File: config.mk
export PLATFORM = sky130hd
export DESIGN_NAME = sfp_feeder
export DESIGN_NICKNAME = d
export VERILOG_FILES = /design/src/rtl/sfp_feeder.sv
export SDC_FILE = /design/constraint.sdc
export NUM_CORES = 1
export LEC_CHECK = 0
export ABC_AREA = 1
export BUFFER_PORTS_ARGS = -buffer_cell sky130_fd_sc_hd__buf_2
export CORE_AREA = 2 2 113 115
export CTS_CLUSTER_SIZE = 24
export DETAILED_ROUTE_END_ITERATION = 8
export DIE_AREA = 0 0 115 117
export HOLD_SLACK_MARGIN = 0.06
export PLACE_DENSITY = 0.5
export SLEW_MARGIN = 20
export SYNTH_ARGS = -nofsm -noshare
export SYNTH_HDL_FRONTEND = slang
export SYNTH_SLANG_ARGS = --single-unit
File: constraint.sdc
create_clock -name clk -period 1.8 [get_ports clk]
set_clock_uncertainty 0.05 [all_clocks]
set_input_delay 0.45 -clock clk [delete_from_list [all_inputs] [get_ports clk]]
set_output_delay 0.45 -clock clk [all_outputs]
set_load 0.005 [all_outputs]
File: src/rtl/sfp_feeder.sv
// sfp_feeder: reads partial sums out of the psum memory in kij-major order
// and streams them into the SFP accumulator. Each output pixel's kernel
// positions go out back to back. The first kij of a pixel restarts
// accumulation, and the last kij may apply ReLU.
//
// Ports:
//   clk, reset    - clock, synchronous active-high reset
//   start         - begin one pass (sampled in IDLE only)
//   relu_mode     - apply ReLU on the final kij (latched with start)
//   hold          - stall read issue for this cycle
//   mem_rd_en     - psum memory read strobe
//   mem_addr      - psum memory read address (k*num_o + o)
//   mem_rdata     - read data, valid one cycle after mem_rd_en
//   sfp_in        - data to the SFP (pass-through of mem_rdata)
//   sfp_valid     - SFP valid_in
//   sfp_acc_en    - SFP accumulate enable
//   sfp_relu_en   - SFP ReLU enable
//   final_valid   - SFP output holds a finished pixel this cycle
//   final_addr    - index of that pixel
//   busy          - pass in progress
//   done          - one-cycle pass-complete pulse
module sfp_feeder #(
  parameter int unsigned col     = 8,
  parameter int unsigned psum_bw = 16,
  parameter int unsigned num_o   = 16,
  parameter int unsigned num_kij = 9,
  parameter int unsigned addr_bw = 11
) (
  input  logic                       clk,
  input  logic                       reset,
  input  logic                       start,
  input  logic                       relu_mode,
  input  logic                       hold,
  output logic                       mem_rd_en,
  output logic [addr_bw-1:0]         mem_addr,
  input  logic [psum_bw*col-1:0]     mem_rdata,
  output logic [psum_bw*col-1:0]     sfp_in,
  output logic                       sfp_valid,
  output logic                       sfp_acc_en,
  output logic                       sfp_relu_en,
  output logic                       final_valid,
  output logic [addr_bw-1:0]         final_addr,
  output logic                       busy,
  output logic                       done
);

  localparam int unsigned O_W = (num_o > 1) ? $clog2(num_o) : 1;
  localparam int unsigned K_W = (num_kij > 1) ? $clog2(num_kij) : 1;

  localparam logic [1:0] S_IDLE  = 2'd0;
  localparam logic [1:0] S_READ  = 2'd1;
  localparam logic [1:0] S_DRAIN = 2'd2;
  localparam logic [1:0] S_DONE  = 2'd3;

  logic [1:0]         r_state;
  logic [1:0]         w_state_nxt;
  logic [O_W-1:0]     r_o;
  logic [K_W-1:0]     r_k;
  logic [addr_bw-1:0] r_addr;
  logic               r_relu_mode;
  logic               r_drain_cnt;

  logic               r_s1_valid;
  logic               r_s1_acc;
  logic               r_s1_relu;
  logic               r_s1_last;
  logic [O_W-1:0]     r_s1_o;
  logic               r_final_valid;
  logic [addr_bw-1:0] r_final_addr;

  logic               w_issue;
  logic               w_k_last;
  logic               w_o_last;

  assign w_k_last = (r_k == K_W'(num_kij - 1));
  assign w_o_last = (r_o == O_W'(num_o - 1));

  // State register.
  always_ff @(posedge clk) begin
    if (reset) begin
      r_state <= S_IDLE;
    end else begin
      r_state <= w_state_nxt;
    end
  end

  // Next state and read issue.
  always_comb begin
    w_state_nxt = r_state;
    w_issue     = 1'b0;
    case (r_state)
      S_IDLE: begin
        if (start) begin
          w_state_nxt = S_READ;
        end
      end
      S_READ: begin
        w_issue = !hold;
        if (w_issue && w_k_last && w_o_last) begin
          w_state_nxt = S_DRAIN;
        end
      end
      S_DRAIN: begin
        // Two cycles: lets the last beat reach the SFP and its result appear.
        if (r_drain_cnt) begin
          w_state_nxt = S_DONE;
        end
      end
      S_DONE: begin
        w_state_nxt = S_IDLE;
      end
      default: begin
        w_state_nxt = S_IDLE;
      end
    endcase
  end

  // Pixel/kij counters and the running address k*num_o + o.
  // The address steps by num_o along k. It restarts at o+1 when k wraps.
  always_ff @(posedge clk) begin
    if (reset) begin
      r_o         <= '0;
      r_k         <= '0;
      r_addr      <= '0;
      r_relu_mode <= 1'b0;
    end else begin
      case (r_state)
        S_IDLE: begin
          if (start) begin
            r_o         <= '0;
            r_k         <= '0;
            r_addr      <= '0;
            r_relu_mode <= relu_mode;
          end
        end
        S_READ: begin
          if (w_issue) begin
            if (w_k_last) begin
              r_k <= '0;
              if (w_o_last) begin
                r_o    <= '0;
                r_addr <= '0;
              end else begin
                r_o    <= r_o + O_W'(1);
                r_addr <= addr_bw'(r_o) + addr_bw'(1);
              end
            end else begin
              r_k    <= r_k + K_W'(1);
              r_addr <= r_addr + addr_bw'(num_o);
            end
          end
        end
        default: begin
          r_o    <= '0;
          r_k    <= '0;
          r_addr <= '0;
        end
      endcase
    end
  end

  // Drain cycle counter.
  always_ff @(posedge clk) begin
    if (reset) begin
      r_drain_cnt <= 1'b0;
    end else if (r_state == S_DRAIN) begin
      r_drain_cnt <= 1'b1;
    end else begin
      r_drain_cnt <= 1'b0;
    end
  end

  // Stage 1: control aligned with the read data returning from memory.
  always_ff @(posedge clk) begin
    if (reset) begin
      r_s1_valid <= 1'b0;
      r_s1_acc   <= 1'b0;
      r_s1_relu  <= 1'b0;
      r_s1_last  <= 1'b0;
      r_s1_o     <= '0;
    end else begin
      r_s1_valid <= w_issue;
      r_s1_acc   <= w_issue && (r_k != '0);
      r_s1_relu  <= w_issue && w_k_last && r_relu_mode;
      r_s1_last  <= w_issue && w_k_last;
      r_s1_o     <= r_o;
    end
  end

  // Stage 2: the SFP register now holds the finished pixel.
  always_ff @(posedge clk) begin
    if (reset) begin
      r_final_valid <= 1'b0;
      r_final_addr  <= '0;
    end else begin
      r_final_valid <= r_s1_last;
      r_final_addr  <= addr_bw'(r_s1_o);
    end
  end

  assign mem_rd_en   = w_issue;
  assign mem_addr    = r_addr;
  assign sfp_in      = mem_rdata;
  assign sfp_valid   = r_s1_valid;
  assign sfp_acc_en  = r_s1_acc;
  assign sfp_relu_en = r_s1_relu;
  assign final_valid = r_final_valid;
  assign final_addr  = r_final_addr;
  assign busy        = (r_state != S_IDLE);
  assign done        = (r_state == S_DONE);

endmodule

==> results.py <==
metrics = {
    "run": {
        "maxCapViolations": 0,
    },
    "logic_synthesis": {
        "synth_cell_type_count": 27,
        "avgSynthCellArea_um2": 7.80,
        "synth_area_leaders": "buf_4, dfxtp_1, nand2_1",
        "netlist_area_um2": 2520,
        "synth_commonest_cells": "buf_4, dfxtp_1, nand2_1",
        "yosysMostFrequentCell": "buf_4",
        "synth_enable_flop_cells": 0,
        "ys.flop_type": "dfxtp_1",
        "yosysWarnings": 0,
        "syn_inst": 323,
        "async_reset_ff_share_pct": 0,
        "ys_seq_area_share_pct": 28.6,
        "ys_ff_latch": 36,
        "yosysTopAreaCellShare_pct": 40.2,
        "yosys.area.top_type": "buf_4",
    },
    "worst_setup_path": {
        "required_ps": 1300,
        "max_stage_delay_ps": 400,
        "slowest_stage": "dfxtp_1",
        "crit_path_end_kind": "output pin",
        "crit_buf_inv": 3,
        "ff2ff_path_depth": 8,
        "critPathArrivalTime_ps": 1220,
        "worstSetupPathType": "register to output pin",
        "path_delay_family": "flip-flops",
        "start_kind": "register",
        "worstPathMaxFanout": 4,
        "path_common_cell": "inv_2",
        "path_cells": "inv_2, ha_4, inv_2, nor2_4, buf_2",
        "path_depth": 5,
    },
    "layout": {
        "nNetsFinal": 368,
        "diodes": 0,
        "drive_above_1_share_pct": 23.7,
        "finish.utilization_pct": 16.4,
        "area_delta_synth_final_pct": -20.0,
    },
    "routing": {
        "detail_route.wl_per_cell_um": 12.6,
        "routed_wl_um": 4750,
        "viasPerCell": 3.60,
        "drc_errors": 0,
        "first_pass_iters": 4,
        "drtAntennaViolNets": 0,
        "num_vias": 1359,
        "drt-initial-drc-count": 40,
    },
    "global_routing": {
        "grt_max_degree": 21,
        "grt-ovfl-total": 0,
        "antenna_found_initial": 0,
        "gr-usage-all-layers_pct": 7.06,
        "grt_pass1_vias": 1339,
        "grt_first_pass_wirelength_um": 7150,
    },
    "timing": {
        "drv_slew": 0,
        "fmax_ghz": 0.581,
        "finalSetupViolations": 0,
        "rsz0062_at_grt": "false",
        "hold_viol_final": 0,
        "finalSetupTns_ps": 0,
        "min_period_ps": 1720,
        "min_period_over_period_pct": 95.6,
    },
    "power": {
        "leakagePower_nw": 0.850,
        "ir_drop_mv": 0.343,
        "power_density_nw_per_um2": 1190,
        "power_mw": 2.39,
    },
    "floorplan": {
        "ioPinCount": 290,
        "placementRows": 41,
        "die_area_um2": 13500,
        "die_w_um": 115,
        "fp.dieH_um": 117,
        "core_area_um2": 12300,
        "initial_utilization_pct": 20.5,
    },
    "place": {
        "hpwl_um": 3760,
        "numPortBuffers": 26,
        "gp_congestion": 0.821,
    },
    "min_path": {
        "holdPathStages": 2,
        "hp-class": "register to register",
    },
    "clock_network": {
        "cts_tree": "built",
        "cts_max_level": 2,
        "cts_made_buffers": 5,
        "cts.clk_slew.worst_paths_ps": 60,
        "worst_skew_pair.late_latency_ps": 280,
        "postCtsHoldBufs": 0,
        "root_buffer": "clkbuf_16",
        "clk_path_buf_depth": 2,
        "cts.sinks": 36,
    },
    "run_status": {
        "status": "completed",
    },
}
[tightest hold or removal path, stage by stage, from the launching register on]
cell     delay, ps
dfxtp_1        290
inv_1           40
nor2_1          30
[final cells by class]
type / instances / area [um^2]
fill: 1400 / 10300
clock inverter: 3 / 23.8
inverter: 29 / 114
sequential: 36 / 722
timing repair buffer: 28 / 145
clock buffer: 5 / 125
tap: 150 / 188
multi-input combinational: 127 / 697
[sequential cells by signal, indices dropped and copies added (netlist names)]
name	count
r_state	2
final_addr	4
r_s1_o	4
sfp_valid	1
sfp_relu_en	1
mem_addr	11
r_s1_last	1
sfp_acc_en	1
r_o	4
final_valid	1
r_k	4
r_relu_mode	1
r_drain_cnt	1
[what timing repair did]
| item | 4_1_cts | 5_1_grt |
|---|---|---|
| buffers inserted | 1 | 0 |
| pin swaps | 1 | 0 |
| gates resized for setup | 2 | 2 |
| endpoints found under the setup margin | 1 | 4 |
| gates cloned | 0 | 0 |
[report_power, final]
group          switching, mW  total, mW  internal [mW]
clock                  0.337      0.851          0.514
combinational          0.413      0.648          0.235
sequential            0.0461      0.891          0.845
total                  0.796       2.39           1.59
[metrics by stage]
| step | worst slack (ps) | cells | hold WS, ps | instance area [um^2] |
|---|---|---|---|---|
| after detailed placement | 207 | 369 | 347 | 1840 |
| after global placement | 226 | 369 | 344 | 1840 |
| final | 79.0 | 378 | 349 | 2010 |
| after global routing | 12.2 | 378 | 377 | 2010 |
| after CTS | 20.3 | 378 | 355 | 2010 |
| after floorplan | 370 | 329 | 338 | 2540 |
[metal layers]
metal  track usage [%]  share of wire (%)
met1              6.03                 33
met5                 0                  0
met2              11.9                 48
met3              4.43                 13
met4              5.38                5.0
[worst paths after layout]
check	start	to	slack (ps)
min reg2reg	r_s1_o[1]$_SDFF_PP0_	final_addr[1]$_SDFF_PP0_	350
max	r_state[1]$_SDFFE_PP0P_	mem_rd_en	80
min	r_s1_o[1]$_SDFF_PP0_	final_addr[1]$_SDFF_PP0_	350
max reg2reg	r_state[1]$_SDFFE_PP0P_	mem_addr[10]$_SDFFE_PP0P_	210
[cell usage in the layout (no fill, tap or decap), types with 6 or more instances in the layout]
cell,n
nor2_1,31
a21oi_1,6
ha_1,7
dfxtp_1,35
buf_2,26
nand3_1,11
nand2_1,33
conb_1,7
inv_1,25
[logic make-up (layout without fill, tap and decap cells)]
group	after synthesis	in the layout	synth area share (%)
buffers and inverters	166	65	45.1
and+or+nand+nor	94	94	17.0
DFF	36	36	28.6
AOI/OAI and AO/OA	15	15	4.07
adders and majority gates	8	8	3.97
xor gates and xnor gates	3	3	1.04
other	1	7	0.149
No activity file was read; power rests on OpenSTA's default activity.
